==> src/rtl/rsa_modexp_param.sv <==
// -----------------------------------------------------------------------------
// rsa_modexp_param
//
// Modular exponentiation engine: result = message^exponent mod modulus.
// It uses right-to-left square-and-multiply. Each modular product comes from
// a bit-serial interleaved multiplier that consumes one multiplier bit per
// cycle, so the design needs no wide multiplier or divider.
//
// Ports
//   clk       in   clock
//   reset     in   asynchronous, active-high reset; aborts any operation
//   start     in   request pulse, sampled only while idle
//   message   in   [WIDTH]      base operand, may be >= modulus
//   exponent  in   [EXP_WIDTH]  exponent
//   modulus   in   [WIDTH]      modulus n
//   busy      out  high while an operation is in progress
//   done      out  one-cycle pulse, result valid from this cycle
//   result    out  [WIDTH]  last computed value, held until the next done
//   error     out  set with done when modulus < 2, held until next start
// -----------------------------------------------------------------------------
module rsa_modexp_param #(
  parameter int WIDTH     = 32,
  parameter int EXP_WIDTH = 32
) (
  input  logic                 clk,
  input  logic                 reset,
  input  logic                 start,
  input  logic [WIDTH-1:0]     message,
  input  logic [EXP_WIDTH-1:0] exponent,
  input  logic [WIDTH-1:0]     modulus,
  output logic                 busy,
  output logic                 done,
  output logic [WIDTH-1:0]     result,
  output logic                 error
);

  localparam int CNT_W = (WIDTH > 1) ? $clog2(WIDTH) : 1;
  localparam logic [CNT_W-1:0] CNT_MAX = CNT_W'(WIDTH - 1);
  localparam logic [WIDTH-1:0] ONE     = {{(WIDTH-1){1'b0}}, 1'b1};

  typedef enum logic [2:0] {
    S_IDLE,
    S_REDUCE,
    S_CHECK,
    S_MUL,
    S_SQR
  } state_e;

  state_e                 state_q;
  logic [EXP_WIDTH-1:0]   exp_q;     // remaining exponent, shifted right per bit
  logic [WIDTH-1:0]       mod_q;
  logic [WIDTH-1:0]       acc_q;     // running product
  logic [WIDTH-1:0]       base_q;    // message^(2^k) mod n
  logic [WIDTH-1:0]       result_q;
  logic                   done_q;
  logic                   error_q;

  // Bit-serial multiplier state: a is consumed MSB-first by shifting left.
  logic [WIDTH-1:0]       mm_a_q;
  logic [WIDTH-1:0]       mm_b_q;
  logic [WIDTH-1:0]       mm_p_q;
  logic [CNT_W-1:0]       mm_cnt_q;

  // ---------------------------------------------------------------------------
  // One step of the interleaved multiplier. Because p < n and b < n hold, both
  // 2p and p+b stay below 2n, so a single conditional subtract restores the
  // invariant. One extra bit of headroom keeps these sums from wrapping.
  // ---------------------------------------------------------------------------
  logic [WIDTH:0]   mod_ext;
  logic [WIDTH:0]   mm_dbl;
  logic [WIDTH:0]   mm_dbl_red;
  logic [WIDTH:0]   mm_sum;
  logic [WIDTH-1:0] mm_p_d;
  logic             mm_last;

  assign mod_ext    = {1'b0, mod_q};
  assign mm_dbl     = {mm_p_q, 1'b0};
  assign mm_dbl_red = (mm_dbl >= mod_ext) ? (mm_dbl - mod_ext) : mm_dbl;
  assign mm_sum     = mm_a_q[WIDTH-1] ? (mm_dbl_red + {1'b0, mm_b_q}) : mm_dbl_red;
  assign mm_p_d     = (mm_sum >= mod_ext) ? WIDTH'(mm_sum - mod_ext) : WIDTH'(mm_sum);
  assign mm_last    = (mm_cnt_q == '0);

  assign busy   = (state_q != S_IDLE);
  assign done   = done_q;
  assign result = result_q;
  assign error  = error_q;

  // NOTE: sequential state is assigned with <= only, so every register samples
  // the pre-edge values of its peers, whatever order the statements appear in.
  always_ff @(posedge clk or posedge reset) begin
    if (reset) begin
      state_q  <= S_IDLE;
      exp_q    <= '0;
      mod_q    <= '0;
      acc_q    <= '0;
      base_q   <= '0;
      result_q <= '0;
      done_q   <= 1'b0;
      error_q  <= 1'b0;
      mm_a_q   <= '0;
      mm_b_q   <= '0;
      mm_p_q   <= '0;
      mm_cnt_q <= '0;
    end else begin
      done_q <= 1'b0;

      case (state_q)
        S_IDLE: begin
          if (start) begin
            exp_q   <= exponent;
            mod_q   <= modulus;
            error_q <= 1'b0;
            // modulus < 2 means every bit above bit 0 is zero.
            if (modulus[WIDTH-1:1] == '0) begin
              result_q <= '0;
              error_q  <= 1'b1;
              done_q   <= 1'b1;
            end else begin
              // message * 1 mod n reduces the message into [0, n).
              acc_q    <= ONE;
              mm_a_q   <= message;
              mm_b_q   <= ONE;
              mm_p_q   <= '0;
              mm_cnt_q <= CNT_MAX;
              state_q  <= S_REDUCE;
            end
          end
        end

        S_REDUCE: begin
          if (mm_last) begin
            base_q  <= mm_p_d;
            state_q <= S_CHECK;
          end else begin
            mm_p_q   <= mm_p_d;
            mm_a_q   <= mm_a_q << 1;
            mm_cnt_q <= mm_cnt_q - 1'b1;
          end
        end

        S_CHECK: begin
          if (exp_q == '0) begin
            result_q <= acc_q;
            done_q   <= 1'b1;
            state_q  <= S_IDLE;
          end else if (exp_q[0]) begin
            mm_a_q   <= acc_q;
            mm_b_q   <= base_q;
            mm_p_q   <= '0;
            mm_cnt_q <= CNT_MAX;
            state_q  <= S_MUL;
          end else begin
            mm_a_q   <= base_q;
            mm_b_q   <= base_q;
            mm_p_q   <= '0;
            mm_cnt_q <= CNT_MAX;
            state_q  <= S_SQR;
          end
        end

        S_MUL: begin
          if (mm_last) begin
            // The square always follows the multiply for the same exponent bit.
            acc_q    <= mm_p_d;
            mm_a_q   <= base_q;
            mm_b_q   <= base_q;
            mm_p_q   <= '0;
            mm_cnt_q <= CNT_MAX;
            state_q  <= S_SQR;
          end else begin
            mm_p_q   <= mm_p_d;
            mm_a_q   <= mm_a_q << 1;
            mm_cnt_q <= mm_cnt_q - 1'b1;
          end
        end

        S_SQR: begin
          if (mm_last) begin
            base_q  <= mm_p_d;
            exp_q   <= exp_q >> 1;
            state_q <= S_CHECK;
          end else begin
            mm_p_q   <= mm_p_d;
            mm_a_q   <= mm_a_q << 1;
            mm_cnt_q <= mm_cnt_q - 1'b1;
          end
        end

        default: state_q <= S_IDLE;
      endcase
    end
  end

endmodule

==> config.mk <==
export PLATFORM = sky130hd
export DESIGN_NAME = rsa_modexp_param
export DESIGN_NICKNAME = d
export VERILOG_FILES = /design/src/rtl/rsa_modexp_param.sv
export SDC_FILE = /design/constraint.sdc
export NUM_CORES = 1
export LEC_CHECK = 0
export CORE_MARGIN = 5
export CORE_UTILIZATION = 25
export CTS_BUF_LIST = sky130_fd_sc_hd__clkbuf_16
export CTS_CLUSTER_DIAMETER = 50
export DETAILED_ROUTE_END_ITERATION = 7
export PLACE_DENSITY = 0.44
export SLEW_MARGIN = 20
export SYNTH_ARGS = -nofsm -noshare
export SYNTH_HDL_FRONTEND = slang
export SYNTH_SLANG_ARGS = --single-unit
export TNS_END_PERCENT = 5
==> constraint.sdc <==
create_clock -name clk -period 11.5 [get_ports clk]
set_input_delay 2.3 -clock clk [delete_from_list [all_inputs] [get_ports clk]]
set_output_delay 2.3 -clock clk [all_outputs]
set_load 0.02 [all_outputs]
After elaboration in Yosys (flattened, before gate mapping)
Cells that the tools add are included.
Widths: inputs -> output; s select.
{ "totals": {"inputBits": 99, "regBits": 266, "wordCells": 97} }
{ "classes": {"n_reduce_logical": 19, "muxes": 47, "eq_ne": 13, "n_lt_le_gt_ge": 2, "add_sub_neg": 4} }
{ "op_table": {"columns": ["cell", "count"], "rows": [
  ["$mux 32", 22],
  ["$pmux 32 s4", 2],
  ["$pmux 32 s2", 3],
  ["$pmux 32 s3", 1],
  ["$ge 33x32->1", 2],
  ["$mux 33", 2],
  ["$add 33x32->33", 1],
  ["$sub 33x32->33", 1],
  ["$logic_not 32->1", 1],
  ["$sub 32x32->32", 1],
  ["$logic_not 31->1", 1],
  ["$mux 5", 5],
  ["$pmux 5 s4", 1],
  ["$mux 3", 6],
  ["$ne 2x2->1 const B", 8],
  ["$pmux 3 s4", 1],
  ["$reduce_and 4->1", 3],
  ["$reduce_and 5->1", 2],
  ["$eq 3x2->1 const B", 2],
  ["$reduce_bool 2->1", 3],
  ["$reduce_bool 3->1", 2],
  ["$logic_not 5->1", 1],
  ["$sub 5x1->5 const B", 1],
  ["$reduce_and 2->1", 2],
  ["other kinds (9)", 11]
]} }

Logic depth before layout (Yosys ltp)
Gate-level depths: netlist of the first run.
{ "depth": {"depth_word": 8, "ltp_mapped": 37} }

Least setup slack after synthesis of the first run
OpenSTA, ideal clock, no wires.
{ "synth_path": {"path_type": "reg2reg", "from": "register mm_p_q[29]", "to": "register base_q[10]", "t_arrival_ns": 6.860, "path_buffers": 5, "t_required_ns": 11.375, "setup_time_ns": 0.125, "setup_slack_ns": 4.515, "path_stages_with_launch": 34, "period_less_slack_ns": 6.985, "path_cell_list": "dfrtp_1 > ha_1 > buf_6 > a21o_1 > a211o_1 > a31oi_2 > a21boi_2 > o21ai_2 > nor2_2 > buf_2 > mux2_2 > ha_1 > clkbuf_1 > and4_1 > o21a_1 > a21oi_1 > o31ai_1 > o21ai_0 > o21bai_1 > xor2_1 > nand2_1 > nand2_1 > ha_1 > clkbuf_1 > nand2_1 > nor2_1 > nand3_1 > or2_2 > o311a_1 > a21oi_1 > or2_4 > buf_6 > mux2_4 > mux2_2"} }
{ "synth_between": {"elab_chain_cells": 6, "elab_cells_between_ends": 8, "cone_classes": "add/sub: 3; order compare: 2; mux: 3"} }
{ "synth_rtl": {"columns": ["element", "line", "source"], "rows": [
  ["start, declared", "61", "logic [WIDTH-1:0] mm_p_q;"],
  ["start signal, assigned", "135", "mm_p_q <= mm_p_d;"],
  ["start signal, assigned", "171", "mm_p_q <= mm_p_d;"],
  ["start signal, assigned", "183", "mm_p_q <= mm_p_d;"],
  ["$sub 33x32->33 / $ge 33x32->1 (equally long branches)", "78", "assign mm_dbl_red = (mm_dbl >= mod_ext) ? (mm_dbl - mod_ext) : mm_dbl;"],
  ["$mux 33 *", "78", null],
  ["$add 33x32->33", "79", "assign mm_sum = mm_a_q[WIDTH-1] ? (mm_dbl_red + {1'b0, mm_b_q}) : mm_dbl_red;"],
  ["$mux 33 *", "79", null],
  ["$ge 33x32->1 / $sub 32x32->32 (equally long branches)", "80", "assign mm_p_d = (mm_sum >= mod_ext) ? WIDTH'(mm_sum - mod_ext) : WIDTH'(mm_sum);"],
  ["$mux 32 *", "80", null],
  ["end signal, assigned", "132", "base_q <= mm_p_d;"],
  ["end signal, assigned", "179", "base_q <= mm_p_d;"],
  ["end, declared", "53", "logic [WIDTH-1:0] base_q;"]
]} }
Mark *: on every way between the ends. The rest lies on a longest branch, timed or not.
A chain may end at the register's enable or synchronous reset.

Worst setup path after layout of the first run
{ "layout_path": {"from": "register mm_p_q[29]", "to": "register mm_p_q[28]"} }
{ "layout_between": {"elab_chain_cells": 8, "elab_cells_between_ends": 11, "cone_classes": "add/sub: 3; order compare: 2; mux: 6"} }
{ "layout_rtl": {"columns": ["element", "line", "source"], "rows": [
  ["$sub 33x32->33 / $ge 33x32->1 (equally long branches)", "78", null],
  ["$mux 33 *", "78", null],
  ["$add 33x32->33", "79", null],
  ["$mux 33 *", "79", null],
  ["$ge 33x32->1 / $sub 32x32->32 (equally long branches)", "80", null],
  ["$mux 32 *", "80", null],
  ["$mux 32, on equally long branches", "131, 178, 162", null],
  ["$pmux 32 s4 *", "107", "case (state_q)"]
]} }
Mark *: on every way between the ends. The rest lies on a longest branch, timed or not. The select of a mux whose other input is x is not followed.

==> impl_metrics.sql, run 1 <==
INSERT INTO impl_metrics (metric_group, metric, value, unit) VALUES
('global_routing', 'globalRouteOverflowTotal', '0', ''),
('logic_synthesis', 'synthesis.instances', '1989', ''),
('global_routing', 'grt_antenna_before_repair', '1', ''),
('global_routing', 'first_global_vias', '15892', ''),
('timing', 'timing.final.setup_violations', '0', ''),
('worst_setup_path', 'worstRegToRegCells', '28', ''),
('clock_tree', 'clkSlewWorstSetupHoldPaths', '0.05', 'ns'),
('worst_setup_path', 'source_of_the_worst_register_to_register_timing_path', 'mm_p_q[29]', ''),
('logic_synthesis', 'ys.flop_type', 'sky130_fd_sc_hd__dfrtp_1', ''),
('drt', 'drt-total-wl', '64.41', 'mm'),
('logic_synthesis', 'synth.cell_area', '17260', 'um2'),
('worst_setup_path', 'critPathCaptureType', 'flip-flop', ''),
('logic_synthesis', 'yosys_register_bits', '266', ''),
('layout', 'layout.filler_cells', '7197', ''),
('global_routing', 'gr-usage-all-layers', '0.1689', ''),
('timing', 'max_freq', '101.8', 'MHz'),
('logic_synthesis', 'yosys.area.top_type_share', '0.3856', ''),
('die', 'design.core.area', '68590', 'um2'),
('logic_synthesis', 'ys_warn_count', '0', ''),
('worst_setup_path', 'critical_path_arrival', '10.29', 'ns'),
('die', 'die_height', '272.8', 'um'),
('die', 'fp.dieW', '272.8', 'um'),
('worst_setup_path', 'crit-reg2reg-capture', 'mm_p_q[28]', ''),
('logic_synthesis', 'complex_gate_fraction_of_the_synthesized_area', '0.2442', ''),
('worst_setup_path', 'critical_path.max_fanout', '30', ''),
('status', 'failed_checks', 'design-rule violations', ''),
('timing', 'timing.max_slew.rel_slack', '0.2793', ''),
('logic_synthesis', 'async_flop_share', '1.000', ''),
('clock_tree', 'clockRootBuffer', 'sky130_fd_sc_hd__clkbuf_16', ''),
('layout', 'number_of_antenna_diodes', '0', ''),
('logic_synthesis', 'synth.area.top_cells', 'sky130_fd_sc_hd__dfrtp_1 (39%), sky130_fd_sc_hd__nand2_1 (8.1%), sky130_fd_sc_hd__o21ai_0 (7.6%)', ''),
('die', 'floorplan.rows', '96', ''),
('global_routing', 'grt.met3_usage', '0.02230', ''),
('worst_setup_path', 'critical_path_cell_count', '28', ''),
('worst_setup_path', 'timing_worst_setup_path_type', 'flip-flop to flip-flop', ''),
('layout', 'final_layout_size_suffix_gt1_frac', '0.08624', ''),
('worst_setup_path', 'most_frequent_cell_on_the_critical_path', 'sky130_fd_sc_hd__ha_1', ''),
('die', 'die_area', '74410', 'um2'),
('drt', 'route.detailed.vias_per_inst', '5.049', ''),
('die', 'starting_density_of_the_core', '0.2517', ''),
('global_routing', 'grt_pass1_wl', '97.48', 'mm'),
('logic_synthesis', 'postSynthNetCount', '2188', ''),
('drt', 'route.antenna.remaining_nets', '0', ''),
('worst_setup_path', 'cp_top_family', 'compound AO/OA/AOI/OAI gates', ''),
('place', 'placedCellCount', '2964', ''),
('timing', 'period_minus_slack', '9.822', 'ns'),
('logic_synthesis', 'count_of_flip_flops_with_a_built_in_enable_after_synthesis', '0', ''),
('global_routing', 'grt-busiest-layer', 'met2', ''),
('logic_synthesis', 'yosysSeqAreaShare', '0.3856', ''),
('logic_synthesis', 'yosysTopAreaCell', 'sky130_fd_sc_hd__dfrtp_1', ''),
('timing', 'final_min_period_over_clock_period', '0.8541', ''),
('timing', 'finClkSkew', '0.02786', 'ns'),
('timing', 'max_slew.worst_pin.slew', '1.078', 'ns'),
('clock_tree', 'number_of_instances_resized_during_post_cts_repair', '0', ''),
('drt', 'detailedRoute.firstPassIterationCount', '8', ''),
('layout', 'design.final.nets', '2283', ''),
('worst_setup_path', 'worstSetupStartpoint', 'mm_p_q[29]', ''),
('drt', 'detail_route.drc_violations', '8', ''),
('clock_tree', 'tritoncts.num_buffers', '49', ''),
('worst_setup_path', 'worst_ep_required_time', '11.97', 'ns'),
('clock_tree', 'ctsHoldBuffers', '0', ''),
('worst_hold_path', 'hold_path_class', 'flip-flop to flip-flop', ''),
('status', 'run_status', 'finished, violations left', ''),
('layout', 'final_cells', '3053', ''),
('clock_tree', 'cts.sink_count', '266', ''),
('logic_synthesis', 'synth.area.mux_share', '0.06712', ''),
('timing', 'totalNegativeSetupSlack', '0', 'ns'),
('worst_setup_path', 'worst_setup_path_endpoint', 'mm_p_q[28]', ''),
('clock_tree', 'clk-insertion-delay-late', '0.59', 'ns'),
('drt', 'drt-initial-drc-count', '1251', ''),
('timing', 'final-max-slew-violation-count', '0', '');
[cell families (layout without fill, tap and decap cells)]
group	count (synthesis)	count (layout)
buffers and inverters	184	317
DFF	266	266
AOI/OAI and AO/OA	665	665
adders and majority gates	100	100
muxes	108	108
xor gates and xnor gates	74	74
and+or+nand+nor	592	592
[flip-flops by register name, indices dropped and copies added (netlist names)]
signal and count:
mm_p_q 32, mm_cnt_q 5, acc_q 32, mm_a_q 32, mm_b_q 32, mod_q 32, base_q 32, state_q 3
error 1, result 32, done 1, exp_q 32
[worst reg2reg max path, delay by kind of cell, from the launching register on]
family / cells / cell delay (ns)
AOI/OAI and AO/OA: 17 / 5.07
buffers and inverters: 1 / 0.45
and+or+nand+nor: 5 / 1.97
DFF: 1 / 0.40
xor gates and xnor gates: 1 / 0.15
adders and majority gates: 3 / 1.22
muxes: 1 / 0.43
[layout by cell type (no fill, tap or decap), types with 12 or more instances in the layout]
| master | synthesis | final |
|---|---|---|
| sky130_fd_sc_hd__dfrtp_1 | 266 | 265 |
| sky130_fd_sc_hd__ha_1 | 97 | 97 |
| sky130_fd_sc_hd__nor2_1 | 70 | 69 |
| sky130_fd_sc_hd__buf_4 | 2 | 16 |
| sky130_fd_sc_hd__a21oi_1 | 125 | 124 |
| sky130_fd_sc_hd__mux2i_1 | 58 | 58 |
| sky130_fd_sc_hd__xnor2_1 | 48 | 48 |
| sky130_fd_sc_hd__o211ai_1 | 12 | 12 |
| sky130_fd_sc_hd__o21bai_1 | 18 | 16 |
| sky130_fd_sc_hd__a22o_1 | 17 | 17 |
| sky130_fd_sc_hd__clkdlybuf4s50_1 | 0 | 133 |
| sky130_fd_sc_hd__a211oi_1 | 13 | 13 |
| sky130_fd_sc_hd__nor3_1 | 19 | 19 |
| sky130_fd_sc_hd__nand4_1 | 16 | 16 |
| sky130_fd_sc_hd__o21ai_0 | 261 | 261 |
| sky130_fd_sc_hd__nand2_1 | 372 | 371 |
| sky130_fd_sc_hd__o21a_1 | 20 | 20 |
| sky130_fd_sc_hd__a31oi_1 | 19 | 18 |
| sky130_fd_sc_hd__inv_1 | 77 | 81 |
| sky130_fd_sc_hd__clkbuf_16 | 0 | 50 |
| sky130_fd_sc_hd__a21o_1 | 66 | 66 |
| sky130_fd_sc_hd__inv_6 | 0 | 13 |
| sky130_fd_sc_hd__nand3_1 | 30 | 30 |
| sky130_fd_sc_hd__xor2_1 | 25 | 25 |
| sky130_fd_sc_hd__and3_1 | 12 | 12 |
| sky130_fd_sc_hd__nor4_1 | 22 | 22 |
| sky130_fd_sc_hd__mux2_2 | 44 | 44 |
| sky130_fd_sc_hd__a222oi_1 | 31 | 31 |
[cell type report]
cell class                      instances  area, um2  area share
Clock inverter                         39      422.9     0.01992
Tap cell                              931       1165     0.05487
Timing Repair Buffer                  150       1471     0.06931
Inverter                               78      305.3     0.01438
Multi-Input combinational cell       1539       9957      0.4690
Sequential cell                       266       6658      0.3136
Clock buffer                           50       1251     0.05893
[worst min-delay path by stage]
stage | endpoint | cells after the start | startpoint
3_3_place_gp | mm_a_q[14] | 1 | mm_a_q[14]
5_1_grt | mm_a_q[6] | 1 | mm_a_q[6]
3_5_place_dp | mm_a_q[8] | 1 | mm_a_q[8]
4_1_cts | mm_a_q[8] | 1 | mm_a_q[8]
6_report | mm_a_q[8] | 1 | mm_a_q[8]
2_1_floorplan | mm_a_q[10] | 1 | mm_a_q[10]
[cell usage after synthesis, drive strengths merged, types with 6 or more instances]
library cell	number
a211oi	15
a21o	66
a21oi	125
a222oi	31
a22o	17
a31oi	20
a32o	6
and2	8
and3	12
buf	14
clkbuf	92
dfrtp	266
ha	97
inv	77
mux2	50
mux2i	58
nand2	372
nand2b	11
nand3	30
nand4	16
nor2	72
nor2b	8
nor3	19
nor4	24
o211ai	13
o21a	20
o21ai	268
o21bai	18
o31ai	9
or2	7
xnor2	49
xor2	25
[layer usage]
metal / part of all wire / up-vias
met1: 0.40 / 7528
met4: 0.042 / 0
met5: 0 / -
li1: - / 7391
met3: 0.039 / 121
met2: 0.52 / 375
[metrics by stage]
step / setup WS [ns] / area [um2] / hold slack [ns] / util
2_1_floorplan: 1.875 / 17260 / 0.4492 / -
3_3_place_gp: 1.927 / 19540 / 0.4600 / 0.2848
3_5_place_dp: 1.785 / 19540 / 0.4653 / 0.2850
4_1_cts: 1.755 / 21220 / 0.4770 / 0.3094
5_1_grt: 1.140 / 21230 / 0.4902 / 0.3095
6_report: 1.678 / 21230 / 0.4755 / 0.3095
Power of run 1 is not shown: default switching activity piles up to over one toggle a cycle in this logic, so the estimate is an artifact.
==> run 2, diff against run 1 <==
--- a/config.mk
+++ b/config.mk
@@ -5,6 +5,7 @@
 export SDC_FILE = /design/constraint.sdc
 export NUM_CORES = 1
 export LEC_CHECK = 0
+export CORE_ASPECT_RATIO = 0.5
 export CORE_MARGIN = 5
 export CORE_UTILIZATION = 25
 export CTS_BUF_LIST = sky130_fd_sc_hd__clkbuf_16
==> run 2 against run 1 <==
Net effect: the flow now finishes without violations; worst hold slack barely moved; critical path depth stayed put; final area shrank 2.5%; maximum frequency shrank 0.21%; register-to-register slack worse by 0.02 ns; die area rose by 0.43%; count of clock-buffer cells in the layout is 13 lower; critical path type unchanged.
==> impl_metrics.sql, run 2 (synthesis gave the netlist of run 1 again) <==
INSERT INTO impl_metrics (metric_group, metric, value, unit) VALUES
('status', 'run_status', 'finished clean', ''),
('layout', 'number_of_antenna_diodes', '0', ''),
('layout', 'most_frequent_standard_cell_in_the_layout_excluding_fill_and_tap_cells', 'sky130_fd_sc_hd__nand2_1', ''),
('clock_tree', 'cts_tree', 'yes', ''),
('global_routing', 'grt_antenna_before_repair', '1', ''),
('timing', 'hold_violations', '0', ''),
('timing', 'timing.final.setup_violations', '0', ''),
('clock_tree', 'postCtsSetupBuffers', '0', ''),
('die', 'design.core.area', '68660', 'um2'),
('place', 'place.detailed.hpwl', '44.47', 'mm'),
('timing', 'finClkSkew', '0.03722', 'ns'),
('worst_setup_path', 'cp_top_family', 'compound AO/OA/AOI/OAI gates', ''),
('place', 'placedCellCount', '2948', ''),
('die', 'die_height', '195.8', 'um'),
('drt', 'num_vias', '15169', ''),
('global_routing', 'grt_start_max_net_pins', '74', ''),
('worst_hold_path', 'hold_path_class', 'flip-flop to flip-flop', ''),
('global_routing', 'globalRouteOverflowTotal', '0', ''),
('clock_tree', 'tritoncts.num_buffers', '37', ''),
('worst_setup_path', 'slowest_stage', 'sky130_fd_sc_hd__nor2_2', ''),
('clock_tree', 'ctsHoldBuffers', '0', ''),
('timing', 'timing.max_slew.rel_slack', '0.3716', ''),
('timing', 'final_min_period_over_clock_period', '0.8559', ''),
('global_routing', 'first_global_vias', '14853', ''),
('drt', 'drt-initial-drc-count', '1305', ''),
('die', 'floorplan.rows', '68', ''),
('worst_setup_path', 'critPathCaptureType', 'flip-flop', ''),
('worst_setup_path', 'most_frequent_cell_on_the_critical_path', 'sky130_fd_sc_hd__ha_1', ''),
('worst_setup_path', 'critPathLaunchType', 'flip-flop', ''),
('timing', 'period_minus_slack', '9.843', 'ns'),
('timing', 'max_freq', '101.6', 'MHz'),
('drt', 'route.detailed.vias_per_inst', '5.035', ''),
('global_routing', 'grt_pass1_wl', '91.22', 'mm'),
('worst_setup_path', 'timing.critical_path.slowest_cell_delay', '0.66', 'ns'),
('timing', 'totalNegativeSetupSlack', '0', 'ns'),
('die', 'floorplan.io_pins', '134', ''),
('layout', 'design.final.nets', '2276', ''),
('clock_tree', 'clockRootBuffer', 'sky130_fd_sc_hd__clkbuf_16', ''),
('clock_tree', 'number_of_instances_resized_during_post_cts_repair', '0', ''),
('worst_setup_path', 'buffers_and_inverters_on_the_worst_path', '1', ''),
('global_routing', 'gr-usage-all-layers', '0.1541', ''),
('worst_setup_path', 'critical_path.max_fanout', '30', ''),
('place', 'globalplace.congestion', '0.8998', ''),
('layout', 'final_layout_size_suffix_gt1_frac', '0.07751', ''),
('worst_setup_path', 'critical_path_arrival', '10.29', 'ns'),
('worst_setup_path', 'timing_worst_setup_path_type', 'flip-flop to flip-flop', ''),
('drt', 'routed_wire_length_per_instance', '19.60', 'um'),
('drt', 'drt-total-wl', '59.04', 'mm'),
('layout', 'layout.filler_cells', '7282', ''),
('drt', 'detail_route.drc_violations', '0', ''),
('layout', 'final_cells', '3013', ''),
('clock_tree', 'htree_levels', '2', ''),
('worst_setup_path', 'worst_ep_required_time', '11.95', 'ns'),
('layout', 'syn_to_final_growth', '19.94', '%'),
('drt', 'detailedRoute.firstPassIterationCount', '6', ''),
('layout', 'layout.cells.most_common_list', 'sky130_fd_sc_hd__nand2_1 (371), sky130_fd_sc_hd__dfrtp_1 (265), sky130_fd_sc_hd__o21ai_0 (261), sky130_fd_sc_hd__clkdlybuf4s50_1 (133), sky130_fd_sc_hd__a21oi_1 (124)', ''),
('clock_tree', 'clkSlewWorstSetupHoldPaths', '0.06', 'ns'),
('drt', 'route.antenna.remaining_nets', '0', ''),
('clock_tree', 'maximum_buffer_depth_of_the_clock_tree', '3', ''),
('timing', 'rsz0062_at_grt', 'false', ''),
('timing', 'max_slew.worst_pin.slew', '0.9346', 'ns'),
('flow_run', 'cap_violations', '0', ''),
('place', 'portBuffers', '133', ''),
('die', 'fp.dieW', '381.6', 'um'),
('timing', 'final-max-slew-violation-count', '0', ''),
('clock_tree', 'cts.sink_count', '266', ''),
('die', 'starting_density_of_the_core', '0.2514', ''),
('clock_tree', 'clk-insertion-delay-late', '0.56', 'ns'),
('die', 'die_area', '74730', 'um2');
## run 2: cell count changes in the layout (fill, tap and decap cells not counted), sizes merged
cell,change
inv,-3
buf,+5
clkbuf,-13
clkinv,-1
bufinv,-5
clkinvlp,-2
## run 2: cell type report
| type | count | area [um2] | share of cell area |
|---|---|---|---|
| Timing Repair Buffer | 155 | 1496 | 0.07227 |
| Clock inverter | 28 | 239.0 | 0.01154 |
| Multi-Input combinational cell | 1539 | 9947 | 0.4804 |
| Tap cell | 910 | 1139 | 0.05499 |
| Sequential cell | 266 | 6658 | 0.3215 |
| Clock buffer | 37 | 925.9 | 0.04472 |
| Inverter | 78 | 300.3 | 0.01450 |
## run 2: final timing paths
check,cells after the start,startpoint,slack [ns],endpoint
max reg2reg,28,mm_p_q[2],1.66,mm_p_q[28]
max in group asynchronous,4,reset,7.05,result[23]
min in group asynchronous,2,reset,2.25,mod_q[12]
max,28,mm_p_q[2],1.66,mm_p_q[28]
min,1,mm_a_q[11],0.48,mm_a_q[11]
min reg2reg,1,mm_a_q[11],0.48,mm_a_q[11]
## run 2: through the flow
stage / setup WS (ns) / cell area (um2) / utilization / hold WS (ns)
6_report: 1.657 / 20700 / 0.3016 / 0.4758
5_1_grt: 1.086 / 20700 / 0.3016 / 0.4875
4_1_cts: 1.810 / 20700 / 0.3014 / 0.4800
3_5_place_dp: 1.834 / 19530 / 0.2845 / 0.4653
3_3_place_gp: 2.031 / 19530 / 0.2844 / 0.4589
2_1_floorplan: 1.875 / 17260 / - / 0.4492
## run 2: layer usage
layer / track usage / part of all wire / wire (um)
met1: 0.2108 / 0.46 / 27260
met2: 0.2555 / 0.47 / 27470
met3: 0.02400 / 0.050 / 2935
met4: 0.03944 / 0.023 / 1376
met5: 0 / 0 / 0
Power of run 2 is left out for the same reason.
